<file path="config.mk">
export PLATFORM = sky130hd
export DESIGN_NAME = toggle_cov_collector
export DESIGN_NICKNAME = d
export VERILOG_FILES = /design/src/rtl/toggle_cov_pkg.sv /design/src/rtl/toggle_bit_counter.sv /design/src/rtl/toggle_cov_collector.sv
export SDC_FILE = /design/constraint.sdc
export NUM_CORES = 1
export LEC_CHECK = 0
export ABC_AREA = 1
export CAP_MARGIN = 5
export CELL_PAD_IN_SITES_DETAIL_PLACEMENT = 1
export CELL_PAD_IN_SITES_GLOBAL_PLACEMENT = 1
export CORE_ASPECT_RATIO = 0.6
export CORE_MARGIN = 2
export CORE_UTILIZATION = 48
export CTS_CLUSTER_SIZE = 20
export DETAILED_ROUTE_END_ITERATION = 6
export PLACE_DENSITY = 0.95
export SETUP_SLACK_MARGIN = 0.3
export SLEW_MARGIN = 10
export SYNTH_ARGS = -nofsm -noshare
export SYNTH_HDL_FRONTEND = slang
export SYNTH_SLANG_ARGS = --single-unit
export TNS_END_PERCENT = 1
</file>
<file path="constraint.sdc">
create_clock -name clk -period 6.8 [get_ports clk]
set_input_delay 1.36 -clock clk [delete_from_list [all_inputs] [get_ports clk]]
set_output_delay 1.36 -clock clk [all_outputs]
set_load 0.005 [all_outputs]
</file>
<file path="src/rtl/toggle_cov_pkg.sv">
// ---------------------------------------------------------------------------
// toggle_cov_pkg
// Shared definitions for the toggle-coverage collector:
//   tc_state_e   - collector FSM states (IDLE, DUMP, CLEAR)
//   TC_DEF_*     - default widths used by the collector and its bit counters
//   sat_inc()    - saturating increment for counters up to TC_MAX_CNT_W bits
// ---------------------------------------------------------------------------
package toggle_cov_pkg;

    typedef enum logic [1:0] {
        IDLE  = 2'd0,
        DUMP  = 2'd1,
        CLEAR = 2'd2
    } tc_state_e;

    localparam int TC_DEF_WIDTH = 8;
    localparam int TC_DEF_CNT_W = 8;
    localparam int TC_MAX_CNT_W = 32;

    // Returns val+1, or val unchanged once it has reached the all-ones value
    // of a cnt_w-bit counter. Counters wider than TC_MAX_CNT_W are not supported.
    function automatic logic [TC_MAX_CNT_W-1:0] sat_inc(
        input logic [TC_MAX_CNT_W-1:0] val,
        input int                      cnt_w
    );
        logic [TC_MAX_CNT_W-1:0] max_val;
        if (cnt_w >= TC_MAX_CNT_W) begin
            max_val = '1;
        end else begin
            max_val = (32'd1 << cnt_w) - 32'd1;
        end
        if (val >= max_val) begin
            return max_val;
        end
        return val + 32'd1;
    endfunction

endpackage

</file>
<file path="src/rtl/toggle_bit_counter.sv">
// ---------------------------------------------------------------------------
// toggle_bit_counter
// Rise/fall transition counters for a single monitored net.
// Ports:
//   clk       - clock, all updates on rising edge
//   rst_n     - synchronous active-low reset, zeroes both counters
//   count_en  - when high, a transition from prev to cur is counted
//   prev      - previously sampled value of the net
//   cur       - currently sampled value of the net
//   clr       - synchronous clear of both counters (wins over count_en)
//   rise      - saturating count of 0->1 transitions
//   fall      - saturating count of 1->0 transitions
// ---------------------------------------------------------------------------
module toggle_bit_counter
    import toggle_cov_pkg::*;
#(
    parameter int CNT_W = TC_DEF_CNT_W
) (
    input  logic             clk,
    input  logic             rst_n,
    input  logic             count_en,
    input  logic             prev,
    input  logic             cur,
    input  logic             clr,
    output logic [CNT_W-1:0] rise,
    output logic [CNT_W-1:0] fall
);

    // Counters hold at their maximum instead of wrapping, so a heavily
    // toggling net never looks uncovered after overflow.
    always_ff @(posedge clk) begin
        if (!rst_n) begin
            rise <= '0;
            fall <= '0;
        end else if (clr) begin
            rise <= '0;
            fall <= '0;
        end else if (count_en) begin
            if (!prev && cur) begin
                rise <= CNT_W'(sat_inc(TC_MAX_CNT_W'(rise), CNT_W));
            end
            if (prev && !cur) begin
                fall <= CNT_W'(sat_inc(TC_MAX_CNT_W'(fall), CNT_W));
            end
        end
    end

endmodule

</file>
<file path="src/rtl/toggle_cov_collector.sv">
// ---------------------------------------------------------------------------
// toggle_cov_collector
// Samples a bus of nets each enabled cycle, keeps per-bit saturating rise and
// fall counts, and on request streams a snapshot of every bit over a
// valid/ready port, optionally clearing all counters afterwards.
// Ports:
//   clk           - clock, all state updates on rising edge
//   rst_n         - synchronous active-low reset
//   sample_en     - sample net_in this cycle (counting only happens in IDLE)
//   net_in        - monitored nets
//   clear_on_dump - latched at dump start; 1 = zero counters after the dump
//   dump_req      - single-cycle dump request, honoured only in IDLE
//   busy          - high while dumping or clearing
//   out_valid     - snapshot entry valid
//   out_ready     - consumer accepts entry when out_valid && out_ready
//   out_idx       - bit index of the current entry
//   out_rise      - rise count of bit out_idx
//   out_fall      - fall count of bit out_idx
//   out_covered   - both rise and fall counts non-zero
//   out_last      - high with the entry for index WIDTH-1
// ---------------------------------------------------------------------------
module toggle_cov_collector
    import toggle_cov_pkg::*;
#(
    parameter int WIDTH = TC_DEF_WIDTH,
    parameter int CNT_W = TC_DEF_CNT_W,
    parameter int IDX_W = (WIDTH > 1) ? $clog2(WIDTH) : 1
) (
    input  logic             clk,
    input  logic             rst_n,
    input  logic             sample_en,
    input  logic [WIDTH-1:0] net_in,
    input  logic             clear_on_dump,
    input  logic             dump_req,
    output logic             busy,
    output logic             out_valid,
    input  logic             out_ready,
    output logic [IDX_W-1:0] out_idx,
    output logic [CNT_W-1:0] out_rise,
    output logic [CNT_W-1:0] out_fall,
    output logic             out_covered,
    output logic             out_last
);

    localparam logic [IDX_W-1:0] LAST_IDX = IDX_W'(WIDTH - 1);

    tc_state_e        state;
    tc_state_e        state_nxt;
    logic [IDX_W-1:0] idx;
    logic [IDX_W-1:0] idx_nxt;
    logic             clr_flag;
    logic             clr_flag_nxt;
    logic [WIDTH-1:0] prev;
    logic             prev_valid;
    logic             count_en;
    logic             clr_cnt;
    logic             handshake;
    logic [CNT_W-1:0] rise_cnt [WIDTH];
    logic [CNT_W-1:0] fall_cnt [WIDTH];
    logic [CNT_W-1:0] sel_rise;
    logic [CNT_W-1:0] sel_fall;

    assign count_en  = (state == IDLE) && sample_en && prev_valid;
    assign clr_cnt   = (state == CLEAR);
    assign out_valid = (state == DUMP);
    assign busy      = (state != IDLE);
    assign handshake = out_valid && out_ready;

    // prev keeps tracking the bus even while counting is frozen, so leaving
    // DUMP/CLEAR never produces a spurious toggle against a stale sample.
    // The first sample after reset only arms prev_valid.
    always_ff @(posedge clk) begin
        if (!rst_n) begin
            prev       <= '0;
            prev_valid <= 1'b0;
        end else if (sample_en) begin
            prev       <= net_in;
            prev_valid <= 1'b1;
        end
    end

    for (genvar i = 0; i < WIDTH; i++) begin : g_bit
        toggle_bit_counter #(
            .CNT_W (CNT_W)
        ) u_bit (
            .clk      (clk),
            .rst_n    (rst_n),
            .count_en (count_en),
            .prev     (prev[i]),
            .cur      (net_in[i]),
            .clr      (clr_cnt),
            .rise     (rise_cnt[i]),
            .fall     (fall_cnt[i])
        );
    end

    // State, dump index and the clear-after-dump flag latched at request time.
    always_ff @(posedge clk) begin
        if (!rst_n) begin
            state    <= IDLE;
            idx      <= '0;
            clr_flag <= 1'b0;
        end else begin
            state    <= state_nxt;
            idx      <= idx_nxt;
            clr_flag <= clr_flag_nxt;
        end
    end

    // Dump walks every index once; a request while busy is dropped, and the
    // CLEAR state lasts exactly one cycle.
    always_comb begin
        state_nxt    = state;
        idx_nxt      = idx;
        clr_flag_nxt = clr_flag;
        case (state)
            IDLE: begin
                if (dump_req) begin
                    state_nxt    = DUMP;
                    idx_nxt      = '0;
                    clr_flag_nxt = clear_on_dump;
                end
            end
            DUMP: begin
                if (handshake) begin
                    if (idx == LAST_IDX) begin
                        state_nxt = clr_flag ? CLEAR : IDLE;
                    end else begin
                        idx_nxt = idx + IDX_W'(1);
                    end
                end
            end
            CLEAR: begin
                state_nxt    = IDLE;
                clr_flag_nxt = 1'b0;
            end
            default: begin
                state_nxt = IDLE;
            end
        endcase
    end

    // The counters are frozen during DUMP and idx only moves on a handshake,
    // so selecting straight from the counter array gives registered, stable
    // entry data and still includes a toggle counted on the request cycle.
    always_comb begin
        sel_rise = '0;
        sel_fall = '0;
        for (int i = 0; i < WIDTH; i++) begin
            if (idx == IDX_W'(i)) begin
                sel_rise = rise_cnt[i];
                sel_fall = fall_cnt[i];
            end
        end
    end

    assign out_idx     = out_valid ? idx : '0;
    assign out_rise    = out_valid ? sel_rise : '0;
    assign out_fall    = out_valid ? sel_fall : '0;
    assign out_covered = out_valid && (sel_rise != '0) && (sel_fall != '0);
    assign out_last    = out_valid && (idx == LAST_IDX);

endmodule
</file>
==> results of run 1 <==
==> metal layers <==
layer | share of wire [%] | routed length [um]
met4 | 3.3 | 1056
met3 | 7.7 | 2473
met1 | 44 | 13970
met5 | 0 | 0
met2 | 45 | 14540
==> worst reg2reg max path, stage by stage, from the launching register on <==
cell and delay [ns]:
sky130_fd_sc_hd__dfxtp_1 0.38, sky130_fd_sc_hd__inv_1 0.11, sky130_fd_sc_hd__a21oi_2 0.19, sky130_fd_sc_hd__clkinv_2 0.72, sky130_fd_sc_hd__buf_4 0.56, sky130_fd_sc_hd__a211oi_1 0.37
==> power by group through the flow <==
stage	registers [uW]	logic [uW]	clock network [uW]
3_5_place_dp	874	105	0
3_3_place_gp	874	100	0
2_1_floorplan	871	66.7	0
6_report	857	111	970
4_1_cts	856	108	966
5_1_grt	857	119	1010
==> sequential cells by signal (all words and copies together), names as in the netlist <==
name / flops
prev_valid: 1
state: 2
prev: 8
clr_flag: 1
g_bit.u_bit.rise: 64
g_bit.u_bit.fall: 64
idx: 3
==> area by class of cell <==
| class | instances | area [um^2] | share of cell area (%) |
|---|---|---|---|
| inverters | 201 | 755.7 | 7.840 |
| well taps | 234 | 292.8 | 3.037 |
| clock inverters | 14 | 157.7 | 1.636 |
| repair buffers | 40 | 397.9 | 4.128 |
| flip-flops and latches | 143 | 2863 | 29.70 |
| multi-input cells | 872 | 4743 | 49.21 |
| clock buffers | 18 | 429.2 | 4.452 |
==> synth_stat cells (10+ instances only) <==
library cell               instances
sky130_fd_sc_hd__nand2_1         238
sky130_fd_sc_hd__inv_1           194
sky130_fd_sc_hd__dfxtp_1         143
sky130_fd_sc_hd__nor2_1          105
sky130_fd_sc_hd__a21oi_1          99
sky130_fd_sc_hd__nand3_1          92
sky130_fd_sc_hd__o21ai_0          73
sky130_fd_sc_hd__a31oi_1          41
sky130_fd_sc_hd__xor2_1           39
sky130_fd_sc_hd__nor3_1           38
sky130_fd_sc_hd__clkbuf_1         28
sky130_fd_sc_hd__a211oi_1         25
sky130_fd_sc_hd__nand4_1          25
sky130_fd_sc_hd__ha_1             22
sky130_fd_sc_hd__or2_2            10
==> kinds of logic after synthesis <==
| kind of cell | after synthesis | share of synthesized area, % |
|---|---|---|
| and+or+nand+nor | 552 | 31.02 |
| AOI/OAI and AO/OA | 255 | 16.95 |
| buffers and inverters | 239 | 10.75 |
| DFF | 143 | 33.61 |
| xor gates and xnor gates | 42 | 4.319 |
| adders and majority gates | 22 | 3.231 |
| muxes | 1 | 0.1175 |
==> final timing paths <==
kind                                                          start                                  end  cells past startpoint
worst max-delay path                            idx[1]$_SDFFE_PN0P_                          out_covered                     14
worst max register to register                state[0]$_SDFFE_PN0P_  g_bit[4].u_bit.fall[1]$_SDFFE_PP0P_                      5
worst min-delay path            g_bit[5].u_bit.rise[2]$_SDFFE_PP0P_  g_bit[5].u_bit.rise[2]$_SDFFE_PP0P_                      2
worst min register to register  g_bit[5].u_bit.rise[2]$_SDFFE_PP0P_  g_bit[5].u_bit.rise[2]$_SDFFE_PP0P_                      2
==> metrics by stage <==
stage / setup WS [ns] / util, % / hold WS [ns] / instance area, um^2 / total power, uW
6_report: 1.166 / 55.82 / 0.5017 / 9639 / 1938
5_1_grt: 0.7590 / 55.82 / 0.5329 / 9639 / 1984
4_1_cts: 1.204 / 55.74 / 0.4996 / 9624 / 1930
3_5_place_dp: 1.839 / 52.34 / 0.4796 / 9037 / 979.8
3_3_place_gp: 2.079 / 52.34 / 0.4725 / 9037 / 973.7
2_1_floorplan: 3.427 / - / 0.4529 / 8518 / 938.1
==> flow_summary.yaml, run 1 <==
hold_path:
  timing.hold.worst.class: "flop to flop"
yosys:
  post_synth_instance_area_mm2: 0.008518
  synth_enable_flop_cells: 0
  synth_cell_types: 45
  synth_top_flop_cell: "sky130_fd_sc_hd__dfxtp_1"
  ys_seq_area_share_pct: 33.61
  ys_ff_latch: 143
  yosysWarnings: 0
  most_area_hungry_cell_type_in_the_yosys_netlist: "sky130_fd_sc_hd__dfxtp_1"
  postSynthNetCount: 1290
  synthCells: 1254
  synth.avg_cell_area_um2: 6.793
  postSynth.asyncResetShare_pct: 0
  synthTopCellsByArea: "sky130_fd_sc_hd__dfxtp_1 (34%), sky130_fd_sc_hd__nand2_1 (10%), sky130_fd_sc_hd__inv_1 (8.5%)"
  synth_largest_type_area_fraction_pct: 33.61
final_layout:
  fillCellCount: 2277
  drive_above_1_share_pct: 6.599
  mostFrequentLayoutCells: "sky130_fd_sc_hd__nand2_1 (238), sky130_fd_sc_hd__inv_1 (194), sky130_fd_sc_hd__dfxtp_1 (143)"
  diodes: 0
  post_layout_nets: 1311
  area_overhead_vs_synth_pct: 13.16
  post_layout_nonfiller_instances: 1522
  mostFrequentLayoutCell: "sky130_fd_sc_hd__nand2_1"
power:
  intPower_uw: 1423
  pwrdens_mw_per_mm2: 201.0
  power.share.sequential_pct: 44.2
  power.switching_fraction_pct: 26.59
  comb_power_share_pct: 5.7
  static-leakage-power_uw: 0.003482
  irDropWorstVdd_mv: 0.1872
  netSwitchingPower_uw: 515.2
  pwr-share-clk_pct: 50.1
place:
  place_congestion: 0.9117
  numPlacedInstances: 1489
  post-dp-hpwl_um: 21510
  buffer_ports.inserted: 36
route:
  dr.pass1.iters: 5
  avgViaCountPerCell: 6.058
  detail_route.drc_violations: 0
  final_antenna_net_count: 0
  routed_wire_length_per_instance_um: 21.05
  vias: 9221
  initialDrtViolationCount: 1011
  drt_wl_total_um: 32040
global_routing:
  grt_antenna_before_repair: 0
  grt_util_met3_pct: 7.730
  met2_usage_pct: 56.50
  grt_usage_pct: 35.41
  grt_max_degree: 56
  grtUsageMet1_pct: 46.47
  vias_in_the_first_global_route: 9524
  grt_pass1_wl_um: 51980
  global_route.overflow_total: 0
  top_usage_layer: "met2"
clock_tree:
  post_cts.resized_instances: 0
  clkSinkCount: 143
  htree_num_levels: 4
  cts_setup_buffers: 0
  tritoncts: "yes"
  cts_max_path_buffers: 2
  cts_made_buffers: 17
  clock_insertion_delay_worst_skew_ns: 0.45
  cts.reportedPaths.clkPinSlew_ns: 0.07
  cts.hold.buffers_added: 0
  ctsRootBufferMaster: "sky130_fd_sc_hd__clkbuf_16"
sta:
  min_period_ns: 5.634
  max_freq_ghz: 0.1775
  unrepaired_setup_endpoints_after_global_routing: "no"
  clock-skew-final_ns: 0.01032
  timing.final.setup_violations: 0
  worst_relative_slew_slack_pct: 27.25
  finalSetupTns_ns: 0
  timing.final.crit_share_pct: 82.85
  finalMaxSlewViolations: 0
  max_slew.worst_pin.slew_ns: 1.087
  final-hold-violation-count: 0
critical_path:
  cpMaxStageDelayCell: "sky130_fd_sc_hd__clkinv_1"
  worst-endpoint-required_ns: 5.44
  cp_peak_stage_delay_ns: 0.63
  cp.arrival_ns: 4.27
  critical_path.n_buffers_inverters: 3
  timing.critical_path.to_type: "output pin"
  critical_path.cell_chain: "inv_1 -> ha_1 -> nand2_1 -> clkinv_1 -> a21oi_1 -> nand2_1 -> nand2_1 -> a21boi_0 -> nand2_1 -> nor2_1 -> nand2_1 -> nand2_1 -> nor2_1 -> clkdlybuf4s50_1"
  cpLargestDelayFamily: "buffers and inverters"
  reg2reg_setup_slack_ns: 4.34
  cp_dominant_cell_by_count: "sky130_fd_sc_hd__nand2_1"
  crit_fanout: 24
  path_class: "flop to output pin"
  startpoint_type: "flop"
floorplan:
  rows: 37
  core-area_mm2: 0.01727
  initial_core_util_pct: 49.33
  dieArea_mm2: 0.01886
  fp.dieW_um: 176.0
  dieHeight_um: 107.2
  design.portCount: 37
job:
  cap_viol_max_count: 0
run_status:
  outcome: "completed"
Power figures use the tool's default switching activity.
==> inputs of run 2 (changes only) <==
- CORE_UTILIZATION: 48 -> 40
- PLACE_DENSITY: 0.95 -> 0.87
- clock period: 6.8 -> 4.95 ns (I/O delays scaled with it)
==> flow_summary.yaml, run 2 (synthesis gave the netlist of run 1 again) <==
sta:
  timing.final.setup_violations: 0
  max_slew.worst_pin.slew_ns: 0.7101
  min_period_ns: 4.369
  final-hold-violation-count: 0
  worst_relative_slew_slack_pct: 52.61
  clock-skew-final_ns: 0.007038
  unrepaired_setup_endpoints_after_global_routing: "no"
  timing.final.crit_share_pct: 88.27
  finalSetupTns_ns: 0
  finalMaxSlewViolations: 0
  max_freq_ghz: 0.2289
final_layout:
  diodes: 0
  mostFrequentLayoutCells: "sky130_fd_sc_hd__nand2_1 (238), sky130_fd_sc_hd__inv_1 (193), sky130_fd_sc_hd__dfxtp_1 (143)"
  drive_above_1_share_pct: 7.330
  mostFrequentLayoutCell: "sky130_fd_sc_hd__nand2_1"
  final_core_util_pct: 46.73
  post_layout_nets: 1320
  reg_top3: "g_bit.u_bit.fall (64), g_bit.u_bit.rise (64), prev (8)"
  area_overhead_vs_synth_pct: 14.82
power:
  power.switching_fraction_pct: 24.27
  comb_power_share_pct: 5.7
  intPower_uw: 2005
  netSwitchingPower_uw: 642.8
  static-leakage-power_uw: 0.003531
  irDropWorstVdd_mv: 0.2496
  pwr-share-clk_pct: 49.9
  pwrdens_mw_per_mm2: 270.7
  power.share.sequential_pct: 44.4
critical_path:
  path_class: "flop to output pin"
  startpoint_type: "flop"
  critical_path.n_buffers_inverters: 2
  cpMaxStageDelayCell: "sky130_fd_sc_hd__dfxtp_1"
  cp.arrival_ns: 3.38
  critical_path.cell_chain: "inv_2 -> nand2_1 -> nand3_1 -> nand3_1 -> nand2_1 -> nand2_1 -> nand2_1 -> a21boi_0 -> nand2_1 -> nor2_1 -> nand2_1 -> nand2_1 -> nor2_1 -> clkdlybuf4s50_1"
  crit_fanout: 15
  cpLargestDelayFamily: "simple AND/OR/NAND/NOR gates"
  cp_dominant_cell_by_count: "sky130_fd_sc_hd__nand2_1"
  worst-endpoint-required_ns: 3.96
  timing.critical_path.to_type: "output pin"
  cp_peak_stage_delay_ns: 0.54
floorplan:
  rows: 41
  dieArea_mm2: 0.02252
  design.portCount: 37
  dieHeight_um: 117.0
  fp.dieW_um: 192.4
  initial_core_util_pct: 40.70
  core-area_mm2: 0.02093
place:
  buffer_ports.inserted: 36
  post-dp-hpwl_um: 20380
  place_congestion: 0.8496
global_routing:
  grt_usage_pct: 25.62
  vias_in_the_first_global_route: 8648
  grt_max_degree: 56
  grt_pass1_wl_um: 44790
  global_route.overflow_total: 0
  grt_antenna_before_repair: 0
route:
  final_antenna_net_count: 0
  avgViaCountPerCell: 5.482
  drt_wl_total_um: 27990
  vias: 8634
  detail_route.drc_violations: 3
  routed_wire_length_per_instance_um: 17.77
  dr.pass1.iters: 7
  initialDrtViolationCount: 554
clock_tree:
  clkSinkCount: 143
  cts_made_buffers: 17
  clock_insertion_delay_worst_skew_ns: 0.44
  cts_max_path_buffers: 2
  tritoncts: "yes"
  cts.hold.buffers_added: 0
  htree_num_levels: 4
  ctsRootBufferMaster: "sky130_fd_sc_hd__clkbuf_16"
  cts.reportedPaths.clkPinSlew_ns: 0.06
job:
  cap_viol_max_count: 0
hold_path:
  timing.hold.worst.class: "flop to flop"
run_status:
  outcome: "complete, but fails checks"
  violations: "design-rule violations"
==> run 2: cell types whose count changed in the layout (fill, tap and decap cells not counted), moves of 3 or more <==
cell	before	now
sky130_fd_sc_hd__buf_4	3	12
sky130_fd_sc_hd__inv_6	4	0
sky130_fd_sc_hd__clkinv_2	2	5
sky130_fd_sc_hd__clkinv_4	4	1
==> run 2: area by class of cell <==
class                           instances  area, um^2
Timing Repair Buffer                   49       470.5
Fill cell                            2737       11150
Clock inverter                         11       141.4
Tap cell                              279       349.1
Inverter                              201       759.5
Clock buffer                           20       446.7
Multi-Input combinational cell        872        4751
Sequential cell                       143        2863
==> run 2: timing repair <==
item,in CTS,in global routing
endpoints found under the setup margin,0,4
setup buffers,0,1
resized for setup,0,4
hold endpoints to repair,0,0
==> run 2: power groups by stage <==
| stage | clock network [uW] | logic [uW] | registers [uW] |
|---|---|---|---|
| 5_1_grt | 1400 | 164 | 1180 |
| 3_5_place_dp | 0 | 146 | 1200 |
| 6_report | 1320 | 150 | 1180 |
| 2_1_floorplan | 0 | 91.6 | 1200 |
| 4_1_cts | 1340 | 147 | 1180 |
| 3_3_place_gp | 0 | 141 | 1200 |
==> run 2: worst paths after layout <==
kind | from | to | slack (ns) | cells past startpoint
setup / recovery | idx[2]$_SDFFE_PN0P_ | out_covered | 0.58 | 14
hold / removal | g_bit[0].u_bit.fall[0]$_SDFFE_PP0P_ | g_bit[0].u_bit.fall[0]$_SDFFE_PP0P_ | 0.50 | 1
setup reg to reg | state[1]$_SDFFE_PN0P_ | g_bit[3].u_bit.fall[5]$_SDFFE_PP0P_ | 2.66 | 7
hold reg to reg | g_bit[0].u_bit.fall[0]$_SDFFE_PP0P_ | g_bit[0].u_bit.fall[0]$_SDFFE_PP0P_ | 0.50 | 1
==> run 2: layer usage <==
| metal | wire length (um) | global-route usage [%] |
|---|---|---|
| met1 | 13600 | 36.00 |
| met2 | 12090 | 39.16 |
| met3 | 1921 | 5.844 |
| met4 | 388 | 7.837 |
| met5 | 0 | 0 |
==> run 2: per-stage QoR <==
step / cell area (um^2) / power [uW] / std cells / hold slack, ns / setup slack, ns
2_1_floorplan: 8518 / 1289 / 1254 / 0.4529 / 1.947
3_3_place_gp: 9161 / 1341 / 1543 / 0.4640 / 0.8928
3_5_place_dp: 9161 / 1347 / 1543 / 0.4863 / 0.8033
4_1_cts: 9749 / 2659 / 1574 / 0.5018 / 0.3240
5_1_grt: 9781 / 2738 / 1575 / 0.5147 / 0.3214
6_report: 9781 / 2648 / 1575 / 0.4989 / 0.5807
==> run 2: worst reg2reg max path, delay by kind of cell (launching register included) <==
family / cells / cell delay [ns]
DFF: 1 / 0.38
and+or+nand+nor: 5 / 1.52
AOI/OAI and AO/OA: 1 / 0.08
xor gates and xnor gates: 1 / 0.18
